**config.mk**
```make
export PLATFORM = sky130hd
export DESIGN_NAME = exception_ctrl
export DESIGN_NICKNAME = d
export VERILOG_FILES = /design/src/rtl/exception_ctrl_pkg.sv /design/src/rtl/exc_prio_enc.sv /design/src/rtl/exception_ctrl.sv
export SDC_FILE = /design/constraint.sdc
export NUM_CORES = 1
export LEC_CHECK = 0
export CAP_MARGIN = 20
export CORE_ASPECT_RATIO = 0.7
export CORE_MARGIN = 2
export CORE_UTILIZATION = 45
export DETAILED_ROUTE_END_ITERATION = 16
export PLACE_DENSITY = 0.86
export SKIP_CTS_REPAIR_TIMING = 1
export SYNTH_ARGS = -nofsm -noshare
export SYNTH_HDL_FRONTEND = slang
export SYNTH_HIERARCHICAL = 1
export SYNTH_SLANG_ARGS = --single-unit
```
**constraint.sdc**
```tcl
create_clock -name clk -period 9.2 [get_ports clk]
set_input_delay 2.3 -clock clk [delete_from_list [all_inputs] [get_ports clk]]
set_output_delay 2.3 -clock clk [all_outputs]
set_load 0.005 [all_outputs]
```
**src/rtl/exception_ctrl_pkg.sv**
```systemverilog
// Shared encodings for the exception controller: cause codes, FSM states, default vector.
package exception_ctrl_pkg;

    localparam logic [1:0] CAUSE_NONE  = 2'd0;
    localparam logic [1:0] CAUSE_UNDEF = 2'd1;
    localparam logic [1:0] CAUSE_ARITH = 2'd2;
    localparam logic [1:0] CAUSE_IRQ   = 2'd3;

    localparam logic [31:0] VECTOR_ADDR_DEFAULT = 32'h0000_FFFC;

    typedef enum logic [1:0] {
        StIdle    = 2'd0,
        StHandler = 2'd1,
        StHalt    = 2'd2
    } state_e;

endpackage

```
**src/rtl/exc_prio_enc.sv**
```systemverilog
// Combinational priority encoder: overflow > undefined > lowest-index pending IRQ.
module exc_prio_enc
    import exception_ctrl_pkg::*;
#(
    parameter int unsigned NUM_IRQ = 4
) (
    input  logic               ovf_ev,
    input  logic               undef_ev,
    input  logic [NUM_IRQ-1:0] irq_ev,
    input  logic [31:0]        ovf_pc,
    input  logic [31:0]        undef_pc,
    input  logic [31:0]        irq_pc,
    output logic               win_valid,
    output logic [1:0]         win_cause,
    output logic [1:0]         win_irq_id,
    output logic [31:0]        win_pc
);

    logic [1:0] low_id;

    // Lowest set IRQ index; scanning downward leaves the smallest index last.
    always_comb begin
        low_id = 2'd0;
        for (int i = NUM_IRQ - 1; i >= 0; i--) begin
            if (irq_ev[i]) begin
                low_id = 2'(i);
            end
        end
    end

    // Pick the single winning event and its restart PC.
    always_comb begin
        win_valid  = 1'b0;
        win_cause  = CAUSE_NONE;
        win_irq_id = 2'd0;
        win_pc     = 32'd0;
        if (ovf_ev) begin
            win_valid = 1'b1;
            win_cause = CAUSE_ARITH;
            win_pc    = ovf_pc;
        end else if (undef_ev) begin
            win_valid = 1'b1;
            win_cause = CAUSE_UNDEF;
            win_pc    = undef_pc;
        end else if (|irq_ev) begin
            win_valid  = 1'b1;
            win_cause  = CAUSE_IRQ;
            win_irq_id = low_id;
            win_pc     = irq_pc;
        end
    end

endmodule

```
**src/rtl/exception_ctrl.sv**
```systemverilog
// Exception source controller: prioritises ID/EX/IRQ events, owns EPC/Cause,
// tracks handler mode and drives the registered PC redirect / pipeline flush.
module exception_ctrl
    import exception_ctrl_pkg::*;
#(
    parameter int unsigned NUM_IRQ     = 4,
    parameter logic [31:0] VECTOR_ADDR = VECTOR_ADDR_DEFAULT,
    parameter int unsigned CNT_W       = 8
) (
    input  logic               clk,
    input  logic               reset,
    input  logic               undef_i,
    input  logic [31:0]        undef_pc,
    input  logic               ovf_i,
    input  logic [31:0]        ovf_pc,
    input  logic [NUM_IRQ-1:0] irq,
    input  logic [31:0]        irq_pc,
    input  logic               irq_pc_valid,
    input  logic               stall_i,
    input  logic               eret_i,
    input  logic               mask_we,
    input  logic [NUM_IRQ-1:0] mask_wdata,
    output logic               redirect,
    output logic [31:0]        redirect_pc,
    output logic               flush,
    output logic [31:0]        epc,
    output logic [1:0]         cause,
    output logic [1:0]         irq_id,
    output logic               in_handler,
    output logic               halted,
    output logic [CNT_W-1:0]   exc_count
);

    state_e             state_q, state_d;
    logic [NUM_IRQ-1:0] mask_q, irq_q, irq_gated;
    logic               redirect_q, flush_q;
    logic [31:0]        redirect_pc_q, epc_q;
    logic [1:0]         cause_q, irq_id_q;
    logic [CNT_W-1:0]   cnt_q;
    logic               win_valid;
    logic [1:0]         win_cause, win_irq_id;
    logic [31:0]        win_pc;
    logic               take_entry, take_eret, take_halt;

    // IRQs only eligible when ID holds a real, non-stalled instruction to restart at.
    assign irq_gated = irq_q & {NUM_IRQ{irq_pc_valid & ~stall_i}};

    // ERET outside a handler is treated exactly like an undefined opcode.
    exc_prio_enc #(
        .NUM_IRQ(NUM_IRQ)
    ) u_prio (
        .ovf_ev    (ovf_i),
        .undef_ev  (undef_i | eret_i),
        .irq_ev    (irq_gated),
        .ovf_pc    (ovf_pc),
        .undef_pc  (undef_pc),
        .irq_pc    (irq_pc),
        .win_valid (win_valid),
        .win_cause (win_cause),
        .win_irq_id(win_irq_id),
        .win_pc    (win_pc)
    );

    // FSM state register.
    always_ff @(posedge clk or posedge reset) begin
        if (reset) begin
            state_q <= StIdle;
        end else begin
            state_q <= state_d;
        end
    end

    // Next state and transition strobes. Events seen while a redirect is on the
    // wire are ignored: they belong to instructions being discarded, and this
    // keeps redirect/flush from ever firing on consecutive cycles.
    always_comb begin
        state_d    = state_q;
        take_entry = 1'b0;
        take_eret  = 1'b0;
        take_halt  = 1'b0;
        unique case (state_q)
            StIdle: begin
                if (!redirect_q && win_valid) begin
                    take_entry = 1'b1;
                    state_d    = StHandler;
                end
            end
            StHandler: begin
                if (!redirect_q) begin
                    if (ovf_i || undef_i) begin
                        take_halt = 1'b1;
                        state_d   = StHalt;
                    end else if (eret_i) begin
                        take_eret = 1'b1;
                        state_d   = StIdle;
                    end
                end
            end
            StHalt: begin
                state_d = StHalt;
            end
            default: begin
                state_d = StIdle;
            end
        endcase
    end

    // IRQ mask and one-cycle masked IRQ sample.
    always_ff @(posedge clk or posedge reset) begin
        if (reset) begin
            mask_q <= '0;
            irq_q  <= '0;
        end else begin
            irq_q <= irq & mask_q;
            if (mask_we) begin
                mask_q <= mask_wdata;
            end
        end
    end

    // EPC/Cause capture on entry plus saturating entry counter.
    always_ff @(posedge clk or posedge reset) begin
        if (reset) begin
            epc_q    <= 32'd0;
            cause_q  <= CAUSE_NONE;
            irq_id_q <= 2'd0;
            cnt_q    <= '0;
        end else if (take_entry) begin
            epc_q    <= win_pc;
            cause_q  <= win_cause;
            irq_id_q <= win_irq_id;
            if (cnt_q != {CNT_W{1'b1}}) begin
                cnt_q <= cnt_q + {{(CNT_W - 1){1'b0}}, 1'b1};
            end
        end
    end

    // Registered redirect pulse; flush only accompanies handler entry.
    always_ff @(posedge clk or posedge reset) begin
        if (reset) begin
            redirect_q    <= 1'b0;
            flush_q       <= 1'b0;
            redirect_pc_q <= 32'd0;
        end else begin
            redirect_q <= take_entry | take_eret | take_halt;
            flush_q    <= take_entry;
            if (take_eret) begin
                redirect_pc_q <= epc_q;
            end else if (take_entry || take_halt) begin
                redirect_pc_q <= VECTOR_ADDR;
            end
        end
    end

    assign redirect    = redirect_q;
    assign flush       = flush_q;
    assign redirect_pc = redirect_pc_q;
    assign epc         = epc_q;
    assign cause       = cause_q;
    assign irq_id      = irq_id_q;
    assign exc_count   = cnt_q;
    assign in_handler  = (state_q == StHandler);
    assign halted      = (state_q == StHalt);

endmodule

```
==> results of run 1 <==
==> final timing paths <==
kind	from	end	depth (start not counted)
setup / recovery	eret_i	redirect_pc[11]	8
hold / removal	redirect_pc[14]	redirect_pc[14]	1
setup reg to reg	irq_q[1]	redirect_pc[11]	7
hold reg to reg	redirect_pc[14]	redirect_pc[14]	1
max in group asynchronous	reset	redirect_pc[25]	4
min in group asynchronous	reset	exc_count[5]	3
==> flip-flops by register name (all words and copies together) (netlist names) <==
name	flops
redirect	1
cause	2
epc	32
exc_count	8
redirect_pc	32
irq_q	4
flush	1
irq_id	2
state_q	2
mask_q	4
==> per-layer routing <==
layer / vias up / track usage [%]
met5: - / 0
met4: 0 / 6.93
met3: 14 / 8.49
met2: 185 / 42.6
met1: 1833 / 29.7
li1: 1659 / -
==> cells by family after synthesis <==
group,after synthesis
AO/OA/AOI/OAI,109
XOR/XNOR,3
adder cells (fa/ha/maj),1
buffers and inverters,29
flip-flops,88
multiplexers,44
AND/OR/NAND/NOR,75
==> power by group through the flow <==
stage / Combinational [mW] / Clock [mW] / Sequential, mW
finish: 0.605 / 0.340 / 0.614
floorplan: 0.286 / 0 / 0.596
CTS: 0.609 / 0.343 / 0.613
detailed placement: 0.607 / 0 / 0.618
global route: 0.650 / 0.361 / 0.630
global placement: 0.587 / 0 / 0.614
==> cells in the mapped netlist <==
cell type / instances / area [sq um]
dfrtp_1: 88 / 2200
inv_1: 5 / 18.8
mux2_2: 42 / 473
or3b_2: 1 / 8.76
and3_1: 1 / 6.26
or2_2: 1 / 6.26
o211ai_1: 1 / 7.51
nor4b_4: 1 / 23.8
mux2i_1: 1 / 10.0
nor4_1: 1 / 6.26
a21oi_1: 4 / 20.0
a22oi_1: 32 / 240
nor3_1: 1 / 5.00
buf_6: 4 / 45.0
mux2_1: 1 / 11.3
nor4b_1: 1 / 8.76
a21o_1: 1 / 7.51
nand4_1: 4 / 25.0
a22o_1: 18 / 158
nor2_4: 1 / 11.3
nor2_1: 9 / 33.8
clkbuf_1: 5 / 18.8
o21ai_0: 10 / 50.1
nor4_4: 1 / 21.3
nor2b_1: 4 / 25.0
buf_2: 10 / 50.1
nand3_1: 1 / 5.00
ha_1: 1 / 12.5
o21ai_2: 27 / 236
buf_4: 5 / 37.5
o22a_1: 14 / 123
xnor2_1: 1 / 8.76
and2_1: 8 / 50.1
o21bai_1: 2 / 15.0
nand2_1: 40 / 150
xor2_1: 2 / 17.5
==> cell type report <==
class	count	area, sq um
clock buffers	10	239
clock inverters	6	43.8
fillers	665	2590
inverters	5	20.0
multi-input cells	232	1780
flip-flops and latches	88	2200
well taps	124	155
repair buffers	197	1970
==> stage by stage <==
step	cells	hold slack, ns
after CTS	660	0.494
after global routing	662	0.517
after detailed placement	644	0.480
after global placement	644	0.473
after floorplan	349	0.449
final	662	0.491
==> critical path: cells and delay by family <==
kind                   cells  cell delay (ns)
buffers and inverters      2             0.90
AO/OA/AOI/OAI              3             1.06
AND/OR/NAND/NOR            3             1.23
==> flow_metrics.tcl, run 1 <==
set metrics [dict create \
    status "complete, no violations" \
    endpoint_kind "flop" \
    pre_cts_slack_ns 3.58 \
    dpl.hpwl_um 8740 \
    max_freq_mhz 189 \
    diodes 0 \
    synth_simple_gate_area_share_pct 9.32 \
    yosys.area_share.adder_pct 0.302 \
    grt_overflow 0 \
    clkTransAtPathRegs_ns 0.06 \
    fin_crit_sh_pct 57.5 \
    vias 3691 \
    crit_path_top_delay_cell "nor2_4" \
    r2r_slack_ns 6.62 \
    cp_max_fo 34 \
    place_area_sq_um 6090 \
    insertion_delay_ns 0.32 \
    worstPathCellList "clkdlybuf4s50_1 > or2_2 > nor2_4 > nand2_1 > o21ai_0 > a21o_1 > inv_1 > o22a_1" \
    grt_max_degree 89 \
    tns_ns 0 \
    core.rowCount 29 \
    arrival_ns 5.50 \
    synth_area_per_cell_sq_um 11.9 \
    syn_to_final_growth_pct 54.5 \
    final_util_pct 71.2 \
    final-setup-viol-count 0 \
    io_pins 192 \
    final_area_sq_um 6410 \
    worst_pin_slew_ns 0.870 \
    antenna_found_initial 0 \
    pwr-share-clk_pct 21.8 \
    power_mw 1.56 \
    seqPwrFrac_pct 39.4 \
    core_area_sq_um 9000 \
    leakage_nw 2.57 \
    via_per_inst 5.58 \
    wl_per_cell_um 18.4 \
    synth_cell_types 36 \
    relSlewSlack_pct 41.9 \
    syn-num-nets 462 \
    drcViolationCount 0 \
    drtPass1Iterations 4 \
    start_util_pct 46.1 \
    topRoutingLayerUsed "met4" \
    synth_top_family_by_area "compound AO/OA/AOI/OAI gates" \
    cap_violations 0 \
    wl_um 12200 \
    die-area_sq_um 10000 \
    portBuffers 191 \
    yosys-mux-area-fraction_pct 11.9 \
    layout_commonest_cell "clkdlybuf4s50_1" \
    switching_share_pct 31.1 \
    postRouteAntennaNets 0 \
    nets 646 \
    layout_common_cells "clkdlybuf4s50_1, dfrtp_1, mux2_2" \
    cts_root_buf "clkbuf_16" \
    synth_xor_area_share_pct 0.633 \
    met3_length_um 1160 \
    cts_max_path_buffers 2 \
    drv_slew 0 \
    crit_type "in -> reg" \
    first_global_vias 3857 \
    htree_levels 3 \
    yosysWarnings 6 \
    switching_power_mw 0.484 \
    wl_met1_um 4990 \
    p_per_area_nw_per_um2 243 \
    numCtsBuffers 9 \
    hold_path.class "reg -> reg" \
    drive_gt1_share_pct 18.4 \
    final-hold-violation-count 0 \
    rsz0062_at_grt "false" \
    period_minus_slack_ns 5.29 \
    power.share.combinational_pct 38.8 \
    syn_area_sq_um 4150 \
    place_congestion 0.858 \
    clock_sinks 88 \
    power.internal_mw 1.07 \
    fp.dieW_um 119 \
    netlist_instances 349 \
    cts_tree "done" \
    drtIter0Drc 250 \
    timing.final.ws_setup_ns 3.91 \
    ys_seq_elements 88 \
    synth-compound-area-share_pct 20.7 \
    dr_wl_met2_um 5880 \
    crit_required_ns 9.41 \
    grt_pass1_wl_um 19500 \
    finClkSkew_ns 0.00794 \
    chipHeight_um 84.3 \
    start_kind "input pin" \
    max-vdd-ir-drop_uv 123 \
    slowest_delay_ns 0.68 \
    grt_use_total_pct 24.7 \
    seq_area_frac_synth_pct 53.1 \
]
No activity file was read; power rests on OpenSTA's default activity.
==> run 2: changes to the inputs <==
- CORE_UTILIZATION: 45 -> 38
- PLACE_DENSITY: 0.86 -> 0.78
- clock period: 9.2 -> 4.8 ns (I/O delays scaled with it)
==> run 2 against run 1 <==
  * Global-route usage decreased by 4.4 points
  * Combinational power increased by 93%
  * Hold slack got worse by 0.0063 ns
  * Power increased by 93%
  * Cell area increased by 0.29%
  * Via count decreased by 6.2%
  * Non-clock buffer count increased by 2
  * Sequential power increased by 89%
  * Clock power increased by 100%
  * Sequential cell count unchanged
  * Die area increased by 18%
  * Sequential share of layout area decreased by 0.10 points
==> flow_metrics.tcl, run 2 (same netlist as run 1, synthesis figures left out) <==
set metrics [dict create \
    status "complete, no violations" \
    crit_type "in -> reg" \
    endpoint_kind "flop" \
    rsz0062_at_grt "false" \
    portBuffers 191 \
    start_util_pct 39.6 \
    htree_levels 3 \
    place_congestion 0.795 \
    cp_max_fo 19 \
    crit_required_ns 5.01 \
    layout_commonest_cell "clkdlybuf4s50_1" \
    layout_common_cells "clkdlybuf4s50_1, dfrtp_1, mux2_2" \
    chipHeight_um 91.4 \
    core_area_sq_um 10500 \
    slowest_delay_ns 0.56 \
    cap_violations 0 \
    grt_use_total_pct 20.3 \
    worst_pin_slew_ns 0.867 \
    fin_crit_sh_pct 75.9 \
    final-setup-viol-count 0 \
    topRoutingLayerUsed "met4" \
    cts_max_path_buffers 2 \
    grt_overflow 0 \
    drtPass1Iterations 4 \
    leakage_nw 2.57 \
    io_pins 192 \
    multiInputGateArea_sq_um 1780 \
    numCtsBuffers 9 \
    core.rowCount 31 \
    tns_ns 0 \
    relSlewSlack_pct 42.1 \
    grt_pass1_wl_um 18600 \
    clkTransAtPathRegs_ns 0.06 \
    final-hold-violation-count 0 \
    syn_to_final_growth_pct 55.0 \
    cts_tree "done" \
    pre_cts_slack_ns 0.758 \
    vias 3464 \
    crit_path_top_delay_cell "a21o_1" \
    arrival_ns 3.85 \
    wl_per_cell_um 17.6 \
    nets 648 \
    hold_path.class "reg -> reg" \
    place_area_sq_um 6140 \
    grt_max_degree 36 \
    switching_power_mw 0.899 \
    path_delay_family "compound AO/OA/AOI/OAI gates" \
    critPathBufInv 2 \
    insertion_delay_ns 0.33 \
    max_freq_mhz 274 \
    die-area_sq_um 11800 \
    drv_slew 0 \
    dpl.hpwl_um 8740 \
    cts_root_buf "clkbuf_16" \
    postRouteAntennaNets 0 \
    p_per_area_nw_per_um2 468 \
    first_global_vias 3649 \
    final_util_pct 61.4 \
    power.share.combinational_pct 38.9 \
    period_minus_slack_ns 3.64 \
    worstPathCellList "clkdlybuf4s50_1 > nor2b_1 > and2_1 > nor4_4 > nand2_1 > o21ai_0 > a21o_1 > inv_1 > o22a_1" \
    clock_sinks 88 \
    wl_um 11800 \
    start_kind "input pin" \
    seqPwrFrac_pct 38.6 \
    fp.dieW_um 129 \
    timing.final.ws_setup_ns 1.16 \
    max-vdd-ir-drop_uv 234 \
    wl_met1_um 5340 \
    drive_gt1_share_pct 18.2 \
    switching_share_pct 29.9 \
    antenna_found_initial 0 \
    met3_length_um 881 \
    diodes 0 \
    drtIter0Drc 153 \
    drcViolationCount 0 \
    pwr-share-clk_pct 22.6 \
    power.internal_mw 2.11 \
    via_per_inst 5.16 \
    fillers 842 \
    seqCellArea_sq_um 2200 \
    dr_wl_met2_um 5480 \
    finClkSkew_ns 0.00578 \
    final_area_sq_um 6430 \
]
run 2: power groups by stage:
stage / clock, mW / sequential, mW / combinational (mW)
2_1_floorplan: 0 / 1.14 / 0.548
3_3_place_gp: 0 / 1.17 / 1.16
3_5_place_dp: 0 / 1.17 / 1.19
4_1_cts: 0.699 / 1.16 / 1.19
5_1_grt: 0.738 / 1.19 / 1.26
6_report: 0.679 / 1.16 / 1.17
run 2: layout make-up:
class / count / share of cell area [%]
Sequential cell: 88 / 34.2
Timing Repair Buffer: 199 / 30.7
Multi-Input combinational cell: 232 / 27.7
Clock buffer: 12 / 3.83
Tap cell: 132 / 2.57
Clock inverter: 3 / 0.662
Inverter: 5 / 0.311
run 2: metrics by stage:
| step | std cells | hold slack, ns | power (mW) |
|---|---|---|---|
| final | 671 | 0.484 | 3.01 |
| after global routing | 671 | 0.505 | 3.19 |
| after CTS | 671 | 0.487 | 3.05 |
| after detailed placement | 656 | 0.474 | 2.36 |
| after global placement | 656 | 0.469 | 2.33 |
| after floorplan | 349 | 0.449 | 1.69 |
run 2: path summary, 6_finish.rpt:
| path | start | end | slack (ns) | cells after the start |
|---|---|---|---|---|
| hold reg to reg | mask_q[3] | irq_q[3] | 0.48 | 1 |
| max in group asynchronous | reset | epc[10] | 2.88 | 3 |
| setup reg to reg | irq_q[1] | redirect_pc[3] | 2.26 | 7 |
| setup / recovery | irq_pc_valid | redirect_pc[3] | 1.16 | 9 |
| hold / removal | mask_q[3] | irq_q[3] | 0.48 | 1 |
| min in group asynchronous | reset | irq_id[1] | 1.16 | 2 |
run 2: per-layer routing:
metal / track usage (%) / vias to the layer above
met2: 33.7 / 111
met4: 4.44 / 0
met5: 0 / -
met1: 25.8 / 1685
met3: 6.66 / 11
li1: - / 1657
==> RTL edit (flow settings as in run 2) <==
The 3 states of `state_e` get a one-hot encoding in 3 bits.
--- a/src/rtl/exception_ctrl_pkg.sv
+++ b/src/rtl/exception_ctrl_pkg.sv
@@ -8,10 +8,10 @@
 
     localparam logic [31:0] VECTOR_ADDR_DEFAULT = 32'h0000_FFFC;
 
-    typedef enum logic [1:0] {
-        StIdle    = 2'd0,
-        StHandler = 2'd1,
-        StHalt    = 2'd2
+    typedef enum logic [2:0] {
+        StIdle    = 3'b001,
+        StHandler = 3'b010,
+        StHalt    = 3'b100
     } state_e;
 
 endpackage
Check against the original RTL: no difference found for any inputs over 4 cycles, from zero or initial values and one cycle with reset high; so few cycles prove little.
==> RTL edit against run 2 <==
Global-route usage fell by 0.28 points; sequential share of layout area fell by 0.23 points; setup slack got worse by 150 ps; clock skew barely moved; via count rose by 4.0%; area after synthesis rose by 2.3%; sequential cell count rose by 1; routed wire length rose by 3.0%; power rose by 2.7%; clock power barely moved; cell area rose by 1.9%.
==> RTL edit: results (changes against run 2) <==
Place
  – RePlAce Congestion: 0.8295 (+4.3%)
  – Dpl hpwl: 8888 um (+1.7%)
  – Port Buffer Count: 191 (unchanged)

Hold path
  – Hold Crit Class: register to register
  – Hold depth: 1 (unchanged)
  – Hold_sp: redirect_pc[14]

Global routing
  – Total track usage: 0.1999 (-0.002848)
  – Initial antenna violation count: 0 (unchanged)
  – Largest net degree at the start of global routing: 52 (+44%)
  – Vias in the first global route: 3524 (-3.4%)
  – Global-route wire length before repair: 18510 um (-0.70%)

Timing
  – Worst Clk Skew: 5.287 ps (-0.4961 ps)
  – Slew margin rel.: 0.3565 (-0.06489)

Clocking
  – H-tree level count: 3 (unchanged)
  – Worst-case clock buffer depth: 2 (unchanged)
  – CTS Buf Count: 9 (unchanged)
  – Root Driver: clkbuf_16
  – Clk_lat worst skew: 330 ps (about the same)

Setup path
  – Crit path from: irq_pc_valid
  – CP arrival: 4000 ps (+150 ps)
  – Crit-path leading delay family: simple AND/OR/NAND/NOR gates
  – Max incr delay on CP: 650 ps (+90 ps)
  – FF-to-FF path depth: 7 (unchanged)
  – Crit-path max FO: 21 (+2)
  – Critical-path top delay cell: nor2_4

Cells and area
  – Fillcell total: 893 (+6.1%)
  – Antenna cells: 0 (unchanged)
  – Share of cells above drive strength 1: 0.1850 (+0.003164)
  – Nets: 654 (+0.93%)

Synthesis
  – Synth cell types: 44 (+22%)
  – Synth area leaders: dfrtp_1, mux2_2, a22oi_1
  – Syn nets: 470 (+1.7%)
  – Seq/Total Area, Yosys: 0.5249 (-0.005856)
  – Most instantiated cells after synthesis: dfrtp_1, mux2_2, nand2_1
  – Post-synth ARST share: 1.000 (unchanged)

Status
  – Run status: completed

Drt
  – TritonRoute pass-1 iters: 4 (unchanged)
  – Initial DRC Count: 107 (-30%)
  – DR vias/cell: 5.153 (-0.18%)
  – DRC: 0 (unchanged)
  – Drt wl/cell: 17.38 um (-1.1%)

Power
  – Leakage: 2.591 nW (+0.72%)
  – Max VDD drop: 0.2453 mV (+4.8%)

Flow run
  – Max Cap Viol: 0 (unchanged)
[RTL edit: metal layers]
layer	vias to the layer above	global-route usage	routed length (um)	share of wire
li1	1684	-	-	-
met1	1764	0.2505	5195	0.43
met2	147	0.3377	5722	0.47
met3	7	0.06990	1147	0.094
met4	0	0.03812	86	0.0071
met5	-	0	0	0
[RTL edit: report_power, final]
part / leakage (nW) / total [mW] / switching, mW / internal (mW)
clock: 0.144 / 0.681 / 0.265 / 0.416
sequential: 1.07 / 1.17 / 0.196 / 0.977
combinational: 1.37 / 1.24 / 0.482 / 0.754
total: 2.59 / 3.09 / 0.943 / 2.15
[RTL edit: final timing paths]
path	to	slack, ps
worst min-delay path	redirect_pc[14]	480
max in group asynchronous	epc[17]	2660
min in group asynchronous	redirect_pc[2]	1360
worst max-delay path	epc[9]	1010
worst min register to register	redirect_pc[14]	480
worst max register to register	epc[9]	2290
[RTL edit: kinds of logic after synthesis]
group / synth area share
xor+xnor: 0.004127
compound gates: 0.2125
fa+ha+maj: 0.002947
mux: 0.1164
buf+inv: 0.04657
simple gates: 0.09255
flops: 0.5249
[RTL edit: cell type report]
cell class              count  share of cell area
flip-flops and latches     89              0.3401
repair buffers            199              0.3021
multi-input cells         235              0.2792
clock buffers              13             0.03820
well taps                 153             0.02922
clock inverters             3            0.006112
inverters                   7            0.004966
[RTL edit: per-stage QoR]
| step | setup WS [ps] | instance area (um^2) | utilization | cells |
|---|---|---|---|---|
| finish | 1011 | 6551 | 0.5994 | 699 |
| global route | 769.5 | 6551 | 0.5994 | 699 |
| floorplan | 1295 | 4245 | - | 357 |
| global placement | 792.5 | 6261 | 0.5728 | 683 |
| detailed placement | 641.5 | 6261 | 0.5728 | 683 |
| CTS | 989.6 | 6551 | 0.5994 | 699 |
